**src/rtl/id_ex_stage.sv**
```systemverilog
// ID/EX pipeline register for the RV64 core: latches the decode bundle, detects
// load-use hazards, inserts bubbles on stall/flush and keeps saturating event counters.
module id_ex_stage #(
  parameter int XLEN  = 64,
  parameter int CNT_W = 16
) (
  input  logic             clk,
  input  logic             rst_n,
  input  logic             id_valid,
  input  logic             branch,
  input  logic             memread,
  input  logic             memtoreg,
  input  logic             memwrite,
  input  logic             aluSrc,
  input  logic             regwrite,
  input  logic [1:0]       Aluop,
  input  logic [XLEN-1:0]  id_pc,
  input  logic [XLEN-1:0]  id_rs1_data,
  input  logic [XLEN-1:0]  id_rs2_data,
  input  logic [XLEN-1:0]  id_imm,
  input  logic [4:0]       id_rs1,
  input  logic [4:0]       id_rs2,
  input  logic [4:0]       id_rd,
  input  logic [3:0]       id_funct4,
  input  logic             flush,
  output logic             stall,
  output logic             pc_write,
  output logic             if_id_write,
  output logic             ex_valid,
  output logic             ex_branch,
  output logic             ex_memread,
  output logic             ex_memtoreg,
  output logic             ex_memwrite,
  output logic             ex_aluSrc,
  output logic             ex_regwrite,
  output logic [1:0]       ex_Aluop,
  output logic [XLEN-1:0]  ex_pc,
  output logic [XLEN-1:0]  ex_rs1_data,
  output logic [XLEN-1:0]  ex_rs2_data,
  output logic [XLEN-1:0]  ex_imm,
  output logic [4:0]       ex_rs1,
  output logic [4:0]       ex_rs2,
  output logic [4:0]       ex_rd,
  output logic [3:0]       ex_funct4,
  output logic [CNT_W-1:0] stall_cnt,
  output logic [CNT_W-1:0] flush_cnt
);

  function automatic logic [CNT_W-1:0] sat_inc(input logic [CNT_W-1:0] v);
    return (&v) ? v : v + CNT_W'(1);
  endfunction

  logic             vld_p1;
  logic [5:0]       ctl_p1;
  logic [1:0]       aluop_p1;
  logic [XLEN-1:0]  pc_p1, rs1d_p1, rs2d_p1, imm_p1;
  logic [4:0]       rs1_p1, rs2_p1, rd_p1;
  logic [3:0]       f4_p1;
  logic [CNT_W-1:0] scnt, fcnt;
  logic             haz;
  logic [5:0]       ctl_p0;

  // Stage p0: hazard detection on registered EX state against decode operands
  always_comb begin
    haz    = vld_p1 & ctl_p1[4] & (rd_p1 != 5'd0) & id_valid &
             ((rd_p1 == id_rs1) | (rd_p1 == id_rs2));
    ctl_p0 = {branch, memread, memtoreg, memwrite, aluSrc, regwrite} & {6{id_valid}};
  end

  assign stall       = haz & ~flush;
  assign pc_write    = ~stall;
  assign if_id_write = ~stall;

  // Stage p1: ID/EX register; bubbles zero the whole bundle, dead slots only the control
  always_ff @(posedge clk or negedge rst_n) begin
    if (!rst_n) begin
      vld_p1   <= 1'b0;
      ctl_p1   <= '0;
      aluop_p1 <= '0;
      pc_p1    <= '0;
      rs1d_p1  <= '0;
      rs2d_p1  <= '0;
      imm_p1   <= '0;
      rs1_p1   <= '0;
      rs2_p1   <= '0;
      rd_p1    <= '0;
      f4_p1    <= '0;
      scnt     <= '0;
      fcnt     <= '0;
    end else if (flush || stall) begin
      vld_p1   <= 1'b0;
      ctl_p1   <= '0;
      aluop_p1 <= '0;
      pc_p1    <= '0;
      rs1d_p1  <= '0;
      rs2d_p1  <= '0;
      imm_p1   <= '0;
      rs1_p1   <= '0;
      rs2_p1   <= '0;
      rd_p1    <= '0;
      f4_p1    <= '0;
      if (flush) fcnt <= sat_inc(fcnt);
      else       scnt <= sat_inc(scnt);
    end else begin
      vld_p1   <= id_valid;
      ctl_p1   <= ctl_p0;
      aluop_p1 <= Aluop & {2{id_valid}};
      pc_p1    <= id_pc;
      rs1d_p1  <= id_rs1_data;
      rs2d_p1  <= id_rs2_data;
      imm_p1   <= id_imm;
      rs1_p1   <= id_rs1;
      rs2_p1   <= id_rs2;
      rd_p1    <= id_rd;
      f4_p1    <= id_funct4;
    end
  end

  assign ex_valid    = vld_p1;
  assign ex_branch   = ctl_p1[5];
  assign ex_memread  = ctl_p1[4];
  assign ex_memtoreg = ctl_p1[3];
  assign ex_memwrite = ctl_p1[2];
  assign ex_aluSrc   = ctl_p1[1];
  assign ex_regwrite = ctl_p1[0];
  assign ex_Aluop    = aluop_p1;
  assign ex_pc       = pc_p1;
  assign ex_rs1_data = rs1d_p1;
  assign ex_rs2_data = rs2d_p1;
  assign ex_imm      = imm_p1;
  assign ex_rs1      = rs1_p1;
  assign ex_rs2      = rs2_p1;
  assign ex_rd       = rd_p1;
  assign ex_funct4   = f4_p1;
  assign stall_cnt   = scnt;
  assign flush_cnt   = fcnt;

endmodule

```
**config.mk**
```make
export PLATFORM = sky130hd
export DESIGN_NAME = id_ex_stage
export DESIGN_NICKNAME = d
export VERILOG_FILES = /design/src/rtl/id_ex_stage.sv
export SDC_FILE = /design/constraint.sdc
export NUM_CORES = 1
export LEC_CHECK = 0
export CAP_MARGIN = 5
export CORE_AREA = 2 2 235 237
export CTS_CLUSTER_DIAMETER = 100
export DETAILED_ROUTE_END_ITERATION = 10
export DIE_AREA = 0 0 237 239
export PLACE_DENSITY = 0.55
export SLEW_MARGIN = 20
export SYNTH_ARGS = -nofsm -noshare
export SYNTH_HDL_FRONTEND = slang
export SYNTH_SLANG_ARGS = --single-unit
```
**constraint.sdc**
```tcl
create_clock -name clk -period 3.9 [get_ports clk]
set_input_delay 0.39 -clock clk [delete_from_list [all_inputs] [get_ports clk]]
set_output_delay 0.39 -clock clk [all_outputs]
set_load 0.03 [all_outputs]
```
==> flow_summary_export.csv, run 1 <==
group,metric,value,unit
synth,ys_top_cells_by_area,"dfrtp_1 73%, and2_1 14%, and2_2 2.6%, xnor2_1 1.5%, clkbuf_2 1.1%",
synth,netlist.area_leader.share,73.15,%
synth,yosysSeqAreaShare,73.15,%
worst_setup_path,worstSetupPathType,"reg -> out",
clock_network,holdBufCountCts,1,
synth,yosysMostFrequentCell,"dfrtp_1",
die,die_h,239,um
timing,clock.fmax,334.8,MHz
routing,post_drt_wl_per_cell,18.12,um
timing,min_period,2987,ps
synth,yosys-top-cells-count,"316 x dfrtp_1, 246 x and2_1, 37 x and2_2, 24 x clkbuf_2, 18 x xnor2_1",
global_route,grt_pass1_wl,56080,um
worst_hold_path,hold_path_class,"in -> reg",
worst_setup_path,start_kind,"flip-flop",
final_layout,drive_gt1_share,8.186,%
synth,synth_cell_types,41,
timing,finalHoldViolations,0,
outcome,status,"finished clean",
worst_setup_path,arrival,2600,ps
timing,fin_hold_ws,407.7,ps
pwr,p_per_area,464.9,nW/um2
timing,slew_viol_final,0,
timing,skew,11.29,ps
clock_network,h-tree-depth,2,
routing,drtAntennaViolNets,0,
placed_design,gp_congestion,0.7756,
run,cap_violations,0,
synth,syn_area,10810,um2
global_route,grt_pass1_vias,8642,
timing,period_share,76.59,%
final_layout,final_core_util,35.21,%
die,die_area,56640,um2
synth,ys_async_sr_fraction,100.0,%
routing,finalWirelength,38450,um
worst_setup_path,critical_path.max_stage_delay,710,ps
worst_setup_path,worstPathCellList,"or4_4, o21a_1, nand2_1, clkdlybuf4s50_1",
timing,tns,0,ps
placed_design,dp_hpwl,29070,um
pwr,clock_power_share,44.2,%
pwr,vdd_ir_drop_max,0.2371,mV
worst_setup_path,path_max_fanout,4,
synth,synthCells,766,
pwr,fin_total_pwr,8.894,mW
placed_design,io_buffers,605,
final_layout,area_delta_synth_final,76.98,%
timing,tightest_slew,792.7,ps
clock_network,cts-root-buf,"clkbuf_16",
timing,rsz0062_at_grt,"no",
synth,avgSynthCellArea,14.11,um2
clock_network,cts_buffers,38,
global_route,track_usage,13.25,%
global_route,grt_antenna_before_repair,5,
global_route,grt_max_degree,156,
routing,dr_total_vias,8000,
synth,synth-edff-count,0,
timing,maxSlewHeadroom,47.15,%
pwr,comb_power_share,15.8,%
clock_network,clk_path_buf_depth,3,
clock_network,path_clk_slew,60,ps
worst_setup_path,crit_buf_inv,1,
clock_network,postCtsSetupBuffers,0,
pwr,seqPwrFrac,40.1,%
global_route,overflow,0,
synth,synth_top_area_cell,"dfrtp_1",
die,core_area,54340,um2
pwr,power.internal,6.692,mW
synth,ys_seq_elements,316,
worst_setup_path,crit_family,"buffers and inverters",
clock_network,worstSkewPairLatency,530,ps
pwr,sw_frac_of_total,24.77,%
die,fp.dieW,237,um
timing,setup_viol,0,
die,initial_core_util,19.89,%
worst_setup_path,cpMaxStageDelayCell,"clkdlybuf4s50_1",
routing,via_per_inst,3.770,
die,fp-row-count,86,
routing,firstDrtPassIters,4,
clock_network,cts_tree,"yes",
pwr,power.switching,2.203,mW
worst_setup_path,endpoint_kind,"primary output",
clock_network,cts_resized,0,
final_layout,nets,1678,
clock_network,clock-sinks,316,
synth,yosys_warnings,0,
routing,drtIter0Drc,303,
synth,ys.flop_type,"dfrtp_1",
worst_setup_path,critPathRequiredTime,3510,ps
routing,post-route-drc-count,0,
synth,synthesis.nets,1055,
pwr,leakagePower,8.250,nW
die,ioPinCount,606,
cell type report:
type,count,area (um2)
antenna,1,2.502
clock buffer,56,1172
clock inverter,12,241.5
fill,5286,35210
inverter,4,15.01
multi-input combinational,414,2711
sequential,316,7908
tap,704,880.8
timing repair buffer,615,6201
cells by family after synthesis:
family / after synthesis / synth area share, %
AO/OA/AOI/OAI: 21 / 1.528
XOR/XNOR: 31 / 2.512
adder cells (fa/ha/maj): 2 / 0.2314
buffers and inverters: 36 / 1.771
flip-flops: 316 / 73.15
multiplexers: 3 / 0.3125
AND/OR/NAND/NOR: 357 / 20.50
state kept, by name, summed over array words and instances (netlist names):
name,count
ex_Aluop,2
ex_pc,64
ex_rs2_data,64
ex_valid,1
ex_rs1,5
ex_imm,64
ex_rs2,5
ex_rs1_data,64
ex_rd,5
ctl_p1,6
stall_cnt,16
ex_funct4,4
flush_cnt,16
layout by cell type (no fill, tap or decap), types with 2 or more instances in the layout:
cell type	Yosys	layout
clkdlybuf4s50_1	0	604
dfrtp_1	316	316
and2_1	246	246
clkbuf_16	0	41
and2_2	37	37
xnor2_1	18	18
nand2_1	17	17
nand4_1	13	13
xor2_1	13	13
nor3_1	10	10
clkbuf_8	0	9
nor2_1	8	8
nand3_1	7	7
bufinv_16	0	7
clkbuf_1	4	6
a21oi_1	5	5
nor4_1	5	5
buf_12	0	5
inv_1	4	4
buf_4	1	4
mux2_2	3	3
a41oi_1	3	3
clkinv_2	0	3
and3_1	2	2
o21a_1	2	2
nand2b_1	2	2
and4_1	2	2
nor4b_1	2	2
or3_1	2	2
ha_1	2	2
worst paths after layout:
kind | from | end | slack [ps] | cells past startpoint
setup / recovery | ex_rd[1]$_DFF_PN0_ | if_id_write | 910 | 4
hold / removal | id_imm[52] | ex_imm[52]$_DFF_PN0_ | 410 | 2
hold reg to reg | stall_cnt[15]$_DFFE_PN0P_ | stall_cnt[15]$_DFFE_PN0P_ | 520 | 1
min in group asynchronous | rst_n | ex_funct4[1]$_DFF_PN0_ | 490 | 2
setup reg to reg | ex_rd[1]$_DFF_PN0_ | ex_pc[5]$_DFF_PN0_ | 1450 | 5
max in group asynchronous | rst_n | ex_pc[3]$_DFF_PN0_ | 2460 | 3
routing by layer:
| metal | routed length [um] | vias up | part of all wire (%) | global-route usage, % |
|---|---|---|---|---|
| li1 | - | 3674 | - | - |
| met1 | 14140 | 3903 | 37 | 14.41 |
| met2 | 19240 | 352 | 50 | 22.96 |
| met3 | 4200 | 61 | 11 | 6.409 |
| met4 | 799 | 10 | 2.1 | 3.644 |
| met5 | 68 | - | 0.18 | 0 |
metrics by stage:
stage                     cell area (um2)  setup slack [ps]  std cells
after global routing                19130             771.0       2121
after CTS                           19130             833.9       2121
after global placement              17710              1013       2052
final                               19130             913.1       2122
after detailed placement            17710              1062       2052
after floorplan                     10810              1564        766
power by group through the flow:
| stage | Sequential [mW] | Clock [mW] | Combinational [mW] |
|---|---|---|---|
| 2_1_floorplan | 3.99 | 0 | 0.212 |
| 3_3_place_gp | 3.62 | 0 | 1.42 |
| 3_5_place_dp | 3.63 | 0 | 1.42 |
| 4_1_cts | 3.57 | 4.09 | 1.43 |
| 5_1_grt | 3.58 | 4.21 | 1.49 |
| 6_report | 3.56 | 3.93 | 1.40 |
worst register-to-register path, cell delays in order, from the launching register on:
cell and delay (ps):
dfrtp_1 430, or4_4 570, o2111a_2 300, a21oi_4 220
buf_12 340, and2_1 500
No activity file was read; power rests on OpenSTA's default activity.
==> inputs of run 2 (changes only) <==
--- a/config.mk
+++ b/config.mk
@@ -6,11 +6,11 @@
 export NUM_CORES = 1
 export LEC_CHECK = 0
 export CAP_MARGIN = 5
-export CORE_AREA = 2 2 235 237
+export CORE_AREA = 2 2 233 235
 export CTS_CLUSTER_DIAMETER = 100
 export DETAILED_ROUTE_END_ITERATION = 10
-export DIE_AREA = 0 0 237 239
-export PLACE_DENSITY = 0.55
+export DIE_AREA = 0 0 235 237
+export PLACE_DENSITY = 0.58
 export SLEW_MARGIN = 20
 export SYNTH_ARGS = -nofsm -noshare
 export SYNTH_HDL_FRONTEND = slang
==> constraint.sdc (replaced) <==
create_clock -name clk -period 2.55 [get_ports clk]
set_input_delay 0.255 -clock clk [delete_from_list [all_inputs] [get_ports clk]]
set_output_delay 0.255 -clock clk [all_outputs]
set_load 0.03 [all_outputs]
==> run 2 against run 1 <==
Sequential power grew 53%. Final cell count is essentially flat. Sequential share of layout area is essentially flat. Combinational power grew 54%. Critical path type unchanged. Critical endpoint is now stall.
==> flow_summary_export.csv, run 2 (synthesized netlist as in run 1, its figures left out) <==
group,metric,value,unit
outcome,status,"finished clean",
worst_setup_path,critPathRequiredTime,2300,ps
worst_setup_path,worstReg2RegStart,"ex_rd[1]$_DFF_PN0_",
timing,setup_viol,0,
placed_design,placed_cell_area,17770,um2
worst_setup_path,crit_path_end,"stall",
timing,skew,25.12,ps
placed_design,gp_congestion,0.8320,
final_layout,mostFrequentLayoutCells,"601 x clkdlybuf4s50_1, 316 x dfrtp_1, 246 x and2_1",
clock_network,worstSkewPairLatency,540,ps
timing,min_period,2389,ps
pwr,power.internal,9.929,mW
die,fp.dieW,235,um
final_layout,n_fill_cell,5215,
run,cap_violations,0,
timing,setup_ws,161.0,ps
final_layout,fin_area,19110,um2
clock_network,cts_buffers,39,
final_layout,ff_latch_area,7908,um2
worst_setup_path,crit_start,"ex_rd[1]$_DFF_PN0_",
placed_design,place_ws,260.2,ps
worst_hold_path,worstHoldStart,"Aluop[1]",
clock_network,cts-root-buf,"clkbuf_16",
pwr,p_per_area,695.6,nW/um2
pwr,leakagePower,8.243,nW
die,core_area,53280,um2
global_route,overflow,0,
pwr,vdd_ir_drop_max,0.4054,mV
final_layout,final_common_cell,"clkdlybuf4s50_1",
timing,finalHoldViolations,0,
clock_network,postCtsSetupBuffers,0,
clock_network,cts_tree,"yes",
global_route,grt_pass1_vias,8771,
final_layout,drive_gt1_share,8.573,%
pwr,seqPwrFrac,41.0,%
clock_network,clock-sinks,316,
die,ioPinCount,606,
timing,slew_viol_final,0,
routing,post-route-drc-count,0,
worst_setup_path,reg2reg_slack,250,ps
worst_setup_path,critical_path.max_stage_delay,570,ps
worst_setup_path,arrival,2130,ps
final_layout,nets,1686,
placed_design,io_buffers,605,
timing,tightest_slew,637.3,ps
die,fp-row-count,85,
die,die_h,237,um
routing,drtAntennaViolNets,0,
global_route,grt_pass1_wl,56890,um
pwr,comb_power_share,16.2,%
routing,dr_total_vias,8061,
routing,finalWirelength,38620,um
final_layout,multiInputGateArea,2711,um2
worst_setup_path,endpoint_kind,"primary output",
pwr,sw_frac_of_total,25.32,%
worst_setup_path,cpMaxStageDelayCell,"or4_4",
final_layout,area_delta_synth_final,76.81,%
timing,period_share,93.69,%
worst_setup_path,start_kind,"flip-flop",
worst_setup_path,worstPathCellList,"or4_4, o21a_1, nand2_1, inv_1, buf_4",
routing,post_drt_wl_per_cell,18.18,um
pwr,clock_power_share,42.7,%
clock_network,h-tree-depth,2,
die,initial_core_util,20.29,%
routing,firstDrtPassIters,4,
placed_design,dp_hpwl,29980,um
timing,clock.fmax,418.6,MHz
die,die_area,55700,um2
clock_network,path_clk_slew,60,ps
worst_setup_path,rr_endpoint,"ex_rs1_data[61]$_DFF_PN0_",
worst_setup_path,path_max_fanout,4,
timing,maxSlewHeadroom,57.52,%
final_layout,final_core_util,35.87,%
routing,drtIter0Drc,301,
worst_setup_path,worstSetupPathType,"reg -> out",
pwr,power.switching,3.366,mW
global_route,grt_antenna_before_repair,11,
worst_setup_path,rr_worst_depth,5,
timing,rsz0062_at_grt,"no",
pwr,fin_total_pwr,13.30,mW
clock_network,clk_path_buf_depth,3,
global_route,grt_max_degree,108,
worst_hold_path,hold_path_class,"in -> reg",
timing,tns,0,ps
global_route,track_usage,13.56,%
routing,via_per_inst,3.795,
[run 2: changes by cell type in the layout (fill, tap and decap cells not counted), sizes merged]
cell,change
clkinv,-2
clkinvlp,+1
buf,+10
inv,+1
clkbuf,+2
diode,+4
clkdlybuf4s50,-3
bufinv,-3
[run 2: layout make-up]
cell class | count | area share (%)
clock buffers | 58 | 6.121
inverters | 4 | 0.07855
multi-input cells | 414 | 14.19
clock inverters | 9 | 0.8248
well taps | 696 | 4.556
diodes | 5 | 0.06546
flip-flops and latches | 316 | 41.37
repair buffers | 622 | 32.80
[run 2: per-stage QoR]
step / cells / hold slack, ps
4_1_cts: 2119 / 215.2
5_1_grt: 2123 / 229.1
3_5_place_dp: 2051 / 299.2
3_3_place_gp: 2051 / 292.6
6_report: 2124 / 267.9
2_1_floorplan: 766 / -40.59
[run 2: critical path, delay by kind of cell (launching register included)]
family / cells / cell delay, ps
buffers and inverters: 2 / 210
flip-flops: 1 / 440
AO/OA/AOI/OAI: 1 / 230
AND/OR/NAND/NOR: 2 / 710
[run 2: how the worst min path moves through the flow]
stage | slack, ps | cells after the start | endpoint
5_1_grt | 230 | 2 | ex_Aluop[1]$_DFF_PN0_
6_report | 270 | 2 | ex_Aluop[1]$_DFF_PN0_
2_1_floorplan | -40 | 0 | ctl_p1[0]$_DFF_PN0_
3_5_place_dp | 300 | 1 | flush_cnt[14]$_DFFE_PN0P_
4_1_cts | 220 | 2 | ex_Aluop[1]$_DFF_PN0_
3_3_place_gp | 290 | 1 | flush_cnt[15]$_DFFE_PN0P_
[run 2: what timing repair did]
item	4_1_cts	5_1_grt
hold endpoints to repair	60	0
endpoints found under the setup margin	1	1
gates resized for setup	3	2
hold buffers	1	0
[run 2: per-layer routing]
| metal | global-route usage [%] | share of wire, % | vias up |
|---|---|---|---|
| met5 | 0 | 0.098 | - |
| met2 | 23.53 | 51 | 363 |
| met1 | 15.38 | 38 | 3936 |
| met4 | 4.526 | 2.5 | 6 |
| li1 | - | - | 3694 |
| met3 | 4.990 | 8.3 | 62 |
[run 2: power by group through the flow]
| stage | clock network (mW) | logic [mW] | registers, mW |
|---|---|---|---|
| after detailed placement | 0 | 2.18 | 5.54 |
| after global placement | 0 | 2.17 | 5.53 |
| final | 5.68 | 2.16 | 5.46 |
| after global routing | 6.09 | 2.29 | 5.48 |
| after floorplan | 0 | 0.324 | 6.10 |
| after CTS | 5.91 | 2.19 | 5.46 |
